### src/rtl/game_flow_pkg.sv
// Shared types and helpers for the snake game-flow sequencer.
// The state encoding is one-hot; each bit drives one screen flag directly.
package game_flow_pkg;

  localparam int ST_W = 7;

  typedef enum logic [ST_W-1:0] {
    ST_READY = 7'b000_0001,
    ST_PLAY  = 7'b000_0010,
    ST_PAUSE = 7'b000_0100,
    ST_DIED  = 7'b000_1000,
    ST_LVLUP = 7'b001_0000,
    ST_WIN   = 7'b010_0000,
    ST_OVER  = 7'b100_0000
  } state_e;

  // A single level still needs a one-bit level port.
  function automatic int lvl_width(input int levels);
    return (levels > 1) ? $clog2(levels) : 1;
  endfunction

  function automatic int life_width(input int lives);
    return $clog2(lives + 1);
  endfunction

endpackage

### src/rtl/game_flow_ctrl_btn_edge_sync.sv
// Two-flop synchroniser for an active-low button pin, followed by a
// falling-edge detector that emits a one-cycle press pulse.
module btn_edge_sync (
  input  logic clk,
  input  logic rst_n,
  input  logic btn_n,
  output logic press
);

  logic meta_q;
  logic sync_q;
  logic prev_q;

  // NOTE: sequential state uses non-blocking assignments so every flop samples
  // the pre-edge value of its neighbour; blocking here would collapse the chain.
  always_ff @(posedge clk or negedge rst_n) begin
    if (!rst_n) begin
      meta_q <= 1'b1;
      sync_q <= 1'b1;
      prev_q <= 1'b1;
    end else begin
      meta_q <= btn_n;
      sync_q <= meta_q;
      prev_q <= sync_q;
    end
  end

  assign press = prev_q & ~sync_q;

endmodule

### src/rtl/game_flow_ctrl.sv
// Game-flow sequencer: levels, lives, pause and a held result screen.
// Define AUTO_RESTART_EN to leave WIN/OVER automatically once the hold expires.
module game_flow_ctrl
  import game_flow_pkg::*;
#(
  parameter  int LEVELS      = 4,
  parameter  int LIVES       = 3,
  parameter  int RESULT_HOLD = 25000000,
  localparam int LVL_W       = lvl_width(LEVELS),
  localparam int LIFE_W      = life_width(LIVES)
) (
  input  logic              clk,
  input  logic              rst_n,
  input  logic              enter_n,
  input  logic              pause_n,
  input  logic              over,
  input  logic              win,
  output logic              ready_sig,
  output logic              start,
  output logic              pause_sig,
  output logic              died_sig,
  output logic              lvlup_sig,
  output logic              win_sig,
  output logic              over_sig,
  output logic [LVL_W-1:0]  level,
  output logic [LIFE_W-1:0] lives,
  output logic              level_load
);

  localparam int                HOLD_W    = $clog2(RESULT_HOLD + 1);
  localparam logic [LVL_W-1:0]  LVL_MAX   = LVL_W'(LEVELS - 1);
  localparam logic [LIFE_W-1:0] LIFE_FULL = LIFE_W'(LIVES);
  localparam logic [HOLD_W-1:0] HOLD_SAT  = HOLD_W'(RESULT_HOLD);

  logic enter_press;
  logic pause_press;

  btn_edge_sync u_enter_sync (
    .clk   (clk),
    .rst_n (rst_n),
    .btn_n (enter_n),
    .press (enter_press)
  );

  btn_edge_sync u_pause_sync (
    .clk   (clk),
    .rst_n (rst_n),
    .btn_n (pause_n),
    .press (pause_press)
  );

  state_e              state_q, state_d;
  logic [LVL_W-1:0]    level_q, level_d;
  logic [LIFE_W-1:0]   lives_q, lives_d;
  logic [HOLD_W-1:0]   hold_q,  hold_d;
  logic                load_q,  load_d;
  logic                hold_sat;
  logic                restart;

  assign hold_sat = (hold_q == HOLD_SAT);

  // NOTE: every signal written here gets a default first, so no path through
  // the case can leave one unassigned and infer a latch.
  always_comb begin
    state_d = state_q;
    level_d = level_q;
    lives_d = lives_q;
    hold_d  = '0;
    load_d  = 1'b0;
    restart = 1'b0;

    case (state_q)
      ST_READY: begin
        if (enter_press) begin
          state_d = ST_PLAY;
          level_d = '0;
          lives_d = LIFE_FULL;
          load_d  = 1'b1;
        end
      end

      ST_PLAY: begin
        if (over) begin
          if (lives_q > LIFE_W'(1)) begin
            state_d = ST_DIED;
            lives_d = lives_q - LIFE_W'(1);
          end else begin
            state_d = ST_OVER;
            lives_d = '0;
          end
        end else if (win) begin
          state_d = (level_q < LVL_MAX) ? ST_LVLUP : ST_WIN;
        end else if (pause_press) begin
          state_d = ST_PAUSE;
        end
      end

      // Resuming from pause continues the same level, so no reload pulse.
      ST_PAUSE: begin
        if (enter_press || pause_press) begin
          state_d = ST_PLAY;
        end
      end

      ST_DIED: begin
        if (enter_press) begin
          state_d = ST_PLAY;
          load_d  = 1'b1;
        end
      end

      ST_LVLUP: begin
        if (enter_press) begin
          state_d = ST_PLAY;
          level_d = (level_q < LVL_MAX) ? level_q + LVL_W'(1) : level_q;
          load_d  = 1'b1;
        end
      end

      ST_WIN, ST_OVER: begin
        hold_d = hold_sat ? hold_q : hold_q + HOLD_W'(1);
`ifdef AUTO_RESTART_EN
        restart = hold_sat;
`else
        restart = hold_sat && enter_press;
`endif
        if (restart) begin
          state_d = ST_READY;
          level_d = '0;
          lives_d = LIFE_FULL;
        end
      end

      default: begin
        state_d = ST_READY;
        level_d = '0;
        lives_d = LIFE_FULL;
      end
    endcase
  end

  always_ff @(posedge clk or negedge rst_n) begin
    if (!rst_n) begin
      state_q <= ST_READY;
      level_q <= '0;
      lives_q <= LIFE_FULL;
      hold_q  <= '0;
      load_q  <= 1'b0;
    end else begin
      state_q <= state_d;
      level_q <= level_d;
      lives_q <= lives_d;
      hold_q  <= hold_d;
      load_q  <= load_d;
    end
  end

  // One-hot state bits are the screen flags, straight from the flops.
  assign {over_sig, win_sig, lvlup_sig, died_sig, pause_sig, start, ready_sig} = state_q;
  assign level      = level_q;
  assign lives      = lives_q;
  assign level_load = load_q;

endmodule
### config.mk
export PLATFORM = sky130hd
export DESIGN_NAME = game_flow_ctrl
export DESIGN_NICKNAME = d
export VERILOG_FILES = /design/src/rtl/game_flow_pkg.sv /design/src/rtl/game_flow_ctrl_btn_edge_sync.sv /design/src/rtl/game_flow_ctrl.sv
export SDC_FILE = /design/constraint.sdc
export NUM_CORES = 1
export LEC_CHECK = 0
export ABC_CLOCK_PERIOD_IN_PS = 6900
export CAP_MARGIN = 0
export CELL_PAD_IN_SITES_DETAIL_PLACEMENT = 1
export CELL_PAD_IN_SITES_GLOBAL_PLACEMENT = 1
export CORE_MARGIN = 2
export CORE_UTILIZATION = 48
export DETAILED_ROUTE_END_ITERATION = 12
export GPL_TIMING_DRIVEN = 0
export PLACE_DENSITY = 0.92
export RECOVER_POWER = 50
export SLEW_MARGIN = 30
export SYNTH_ARGS = -nofsm -noshare
export SYNTH_HDL_FRONTEND = slang
export SYNTH_SLANG_ARGS = --single-unit
### constraint.sdc
create_clock -name clk -period 6.9 [get_ports clk]
set_clock_uncertainty 0.2 [all_clocks]
set_input_delay 2.07 -clock clk [delete_from_list [all_inputs] [get_ports clk]]
set_output_delay 2.07 -clock clk [all_outputs]
set_load 0.01 [all_outputs]
After elaboration in Yosys (flattened, before gate mapping):

Cells that the tools add are included.

* bits in registers: 43
* bits in latches: 0
* memory bits (writable): 0
* ROM bits: 0
* input bits: 6
* output and inout port bits: 12
* logic and storage cells: 71
* memories: 0

* $add $sub $neg: 3
* multipliers: 0
* divide/modulo/power cells: 0
* magnitude comparators: 2
* equality and inequality tests: 17
* shift operators: 0
* muxes and demuxes: 23
* bitwise gates (word level): 6
* reductions and logical operators: 9

Operator list (count)
* $mux 25: 2
* $mux 7: 7
* $pmux 7 s4: 1
* $add 25x1->25 const B: 1
* $eq 25x25->1 const B: 1
* $mux 2: 8
* $pmux 2 s4: 2
* $ne 2x2->1 const B: 7
* $reduce_or 3->1: 3
* $reduce_and 4->1: 2
* $eq 7x1->1 const B: 1
* $eq 7x2->1 const B: 1
* $eq 7x3->1 const B: 1
* $eq 7x4->1 const B: 1
* $eq 7x5->1 const B: 1
* $eq 7x6->1 const B: 1
* $eq 7x7->1 const B: 1
* $mux 6: 1
* $reduce_and 5->1: 1
* $ne 4x4->1 const B: 1
* $not 1->1: 4
* $add 2x1->2 const B: 1
* $and 1x1->1: 2
* $gt 2x1->1 const B: 1
* 7 further kinds: 8

Logic depth before layout (Yosys ltp):

* depth in word-level cells: 6
* depth in mapped cells: 8
* gate-level depth less buffers: 7

Cells and area by module:

A second synthesis with hierarchy kept.

* cells, all modules: 218
* area total of the unflattened synthesis: 2179.6 um^2

By module, submodules not included
* game_flow_ctrl: instances 1, cells each 210, area each 1994.4 um^2, seq. area each 929.6 um^2
* btn_edge_sync: instances 2, cells each 4, area each 92.6 um^2, seq. area each 78.8 um^2

Worst setup path after synthesis:

OpenSTA, ideal clock, no wires.

* path kind: in2reg
* from: input port over
* to: register state_q[1]
* library setup time: 0.119 ns
* data arrival time: 2.875 ns
* required time: 6.581 ns
* slack: 3.706 ns
* stages: 6
* buffers on the path: 0
* cell sequence: nand2b_1 nor2_1 nand3_1 nor2_1 or4_4 o21a_1

* longest elaborated chain between the ends: 2
* elaborated cells between the ends (all ways): 4
* classes of those cells: eq/ne (1); mux (2); reduce/logical (1)

Ends and longest elaborated chain
* from (decl): line game_flow_ctrl.sv:16 `input logic over,`
* $ne 4x4->1 (no source line) or $mux 7 (tied branches)
* $reduce_and 4->1 (no source line) or $pmux 7 s4 (tied branches)
* to (signal assigned): line game_flow_ctrl.sv:150 `state_q <= state_d;`
* to (decl): line game_flow_ctrl.sv:52 `state_e state_q, state_d;`

Parallel ways exist; a longest one is shown, timed or not.
A chain may end at the register's enable or synchronous reset.

==> results.tsv <==
metric	value	unit
status	complete, but fails checks	
violations	capacitance limit, slew limit	
final_cell_area	2530	um2
ant_nets	0	
cts_buffers	5	
yosys.area.top_type	dfrtp_1	
synth.distinct_cells	42	
crit_cells	2	
synth_area_per_cell	9.67	um2
cp_data_required_time	6.84	ns
grt_pass1_vias	1828	
die_h	71.5	um
reg2reg_slack	4.12	ns
cts.sinks	43	
fillCellCount	500	
power.density	269	nW/um2
syn_nets	235	
std_cell_rows	24	
synth_seq_area_share	49.8	%
cts_tree	done	
yosys-top-cells-area	dfrtp_1 39%, dfstp_2 11%, xor2_1 7.2%	
gr-total-overflow	0	
drc_errors	0	
worstPathCellList	clkbuf_1 -> clkbuf_1	
syn_inst	226	
grt_max_degree	30	
post_drt_wl_per_cell	17.1	um
cts_resized	0	
hold_viol_final	0	
ioPinCount	18	
drt-initial-drc-count	68	
worstHoldPathCells	0	
drt_wl_total	5.19	mm
gp_congestion	0.842	
num_vias	1757	
nNetsFinal	260	
arrival	3.86	ns
fmax	255	MHz
crit_buf_inv	2	
clk_pin_slew	0.09	ns
yosysWarnings	0	
worstMarginPinSlew	1.51	ns
setup_viol	0	
relSlewSlack	-0.910	%
slowest_stage	clkbuf_1	
synth_most_common_cell	nor2_1	
grt.total_usage	22.9	%
post_drt_via_cell_ratio	5.78	
clock-root-buffer	clkbuf_8	
antennaDiodeCount	0	
htree_levels	2	
io_buffers	17	
crit_family	buffers and inverters	
synth-xor-area-share	10.0	%
crit_type	primary input to asynchronous set/reset pin	
drv_cap	1	
clk_path_buf_depth	2	
synthSimpleGateAreaFrac	27.3	%
area_growth	16.0	%
peakVddDrop	0.000177	V
netlist_top_cells_count	37 x nor2_1, 34 x dfrtp_1, 19 x nand2_1	
synth_edf_count	0	
dp_hpwl	3.72	mm
core_area	4380	um2
die-area	5110	um2
period_minus_slack	3.92	ns
post-cts-setup-buffers	0	
rsz0062_at_grt	no	
p_leak	1.05	nW
synth_flop_cell	dfrtp_1	
synth_compound_area_share	7.10	%
drv_slew	30	
dr.pass1.iters	4	
hold_buffers	0	
end_kind	asynchronous set/reset pin	
grt_pass1_wl	9.15	mm
die-width	71.5	um
synth_fa_ha_area_share	1.72	%
place_area	2430	um2
netlist_area	2180	um2
cp_slowest_stage_delay	1.17	ns
crit_fanout	29	
muxShareOfSynthArea	1.49	%
clkLatencyLatePin	0.30	ns
antenna_found_initial	0	
r2r.worst_path.cells	7	
hold_path.class	flip-flop to flip-flop	
setup_tns	0	ns
yosys_register_bits	43	
synth-async-reset-ratio	100	%
crit_top_cell	clkbuf_1	
initial_core_util	49.8	%
crit_path_start_kind	primary input	
final_layout_size_suffix_gt1_share	9.92	%
synth_top_area_share	38.9	%
synth_top_family_by_area	simple AND/OR/NAND/NOR gates	
post-route-period-util	56.8	%
[sequential cells by signal, indices dropped and copies added (netlist names)]
name	count
level_load	1
u_pause_sync.meta_q	1
u_enter_sync.prev_q	1
u_enter_sync.sync_q	1
u_enter_sync.meta_q	1
u_pause_sync.prev_q	1
hold_q	25
level	2
state_q	7
u_pause_sync.sync_q	1
lives	2
[cell families (layout without fill, tap and decap cells)]
family	count (synthesis)	in the layout
xor+xnor	25	25
simple gates	116	116
compound gates	23	23
fa+ha+maj	3	3
buf+inv	13	39
flops	43	43
mux	3	3
[per-stage QoR]
step / total power [mW] / hold slack (ns) / utilization [%] / worst slack (ns) / std cells
6_report: 0.681 / 0.158 / 57.8 / 2.98 / 304
5_1_grt: 0.717 / 0.164 / 57.8 / 2.55 / 304
4_1_cts: 0.688 / 0.159 / 58.2 / 3.23 / 304
3_5_place_dp: 0.477 / 0.148 / 55.5 / 3.06 / 296
3_3_place_gp: 0.468 / 0.145 / 55.2 / 2.45 / 295
2_1_floorplan: 0.406 / 0.145 / - / 3.71 / 226
[placed cells by master, fill, tap and decap left out, types with 2 or more instances in the layout]
| master | Yosys | layout |
|---|---|---|
| nand3_1 | 12 | 12 |
| o21ai_0 | 10 | 10 |
| dfstp_2 | 9 | 6 |
| or4_1 | 2 | 2 |
| clkbuf_1 | 8 | 10 |
| or3_1 | 4 | 4 |
| xor2_1 | 18 | 18 |
| nor4_1 | 5 | 5 |
| a21oi_1 | 3 | 3 |
| clkdlybuf4s50_1 | 0 | 14 |
| mux2_2 | 2 | 2 |
| dfrtp_1 | 34 | 34 |
| clkbuf_8 | 0 | 6 |
| nand2b_1 | 2 | 2 |
| ha_1 | 3 | 3 |
| nand2_1 | 19 | 19 |
| inv_1 | 4 | 4 |
| dfstp_1 | 0 | 3 |
| and3_1 | 6 | 6 |
| dlygate4sd3_1 | 0 | 2 |
| nor3_1 | 8 | 8 |
| nand4_1 | 7 | 7 |
| xnor2_1 | 7 | 7 |
| and2_1 | 4 | 4 |
| nor2_1 | 37 | 37 |
| o22ai_1 | 2 | 2 |
[power breakdown]
group / leakage, nW / total, mW / internal [mW] / switching [mW]
logic: 0.421 / 0.189 / 0.0851 / 0.104
clock network: 0.0612 / 0.205 / 0.117 / 0.0883
registers: 0.566 / 0.287 / 0.275 / 0.0116
total: 1.05 / 0.681 / 0.477 / 0.203
[layer usage]
metal / global-route usage (%) / part of all wire [%] / vias up / wire length (um)
met5: 0 / 0 / - / 0
met4: 6.92 / 1.0 / 0 / 54
met3: 4.92 / 4.6 / 5 / 241
met2: 36.3 / 47 / 50 / 2440
met1: 31.6 / 47 / 874 / 2450
li1: - / - / 828 / -
[area by class of cell]
class / instances / area [um2] / area share [%]
clock buffer: 6 / 82.6 / 3.26
timing repair buffer: 18 / 168 / 6.61
clock inverter: 2 / 35.0 / 1.38
sequential: 43 / 1090 / 42.9
multi-input combinational: 170 / 1040 / 41.1
buffer: 9 / 41.3 / 1.63
tap: 52 / 65.1 / 2.57
inverter: 4 / 15.0 / 0.592
[worst paths after layout]
path                                startpoint                  end
min                        u_enter_sync.meta_q  u_enter_sync.sync_q
max reg2reg                         hold_q[15]             level[0]
max in group clk                    state_q[0]            ready_sig
max                                      rst_n           hold_q[20]
min reg2reg                u_enter_sync.meta_q  u_enter_sync.sync_q
min in group asynchronous                rst_n           state_q[4]
(Power assumes the default switching activity.)
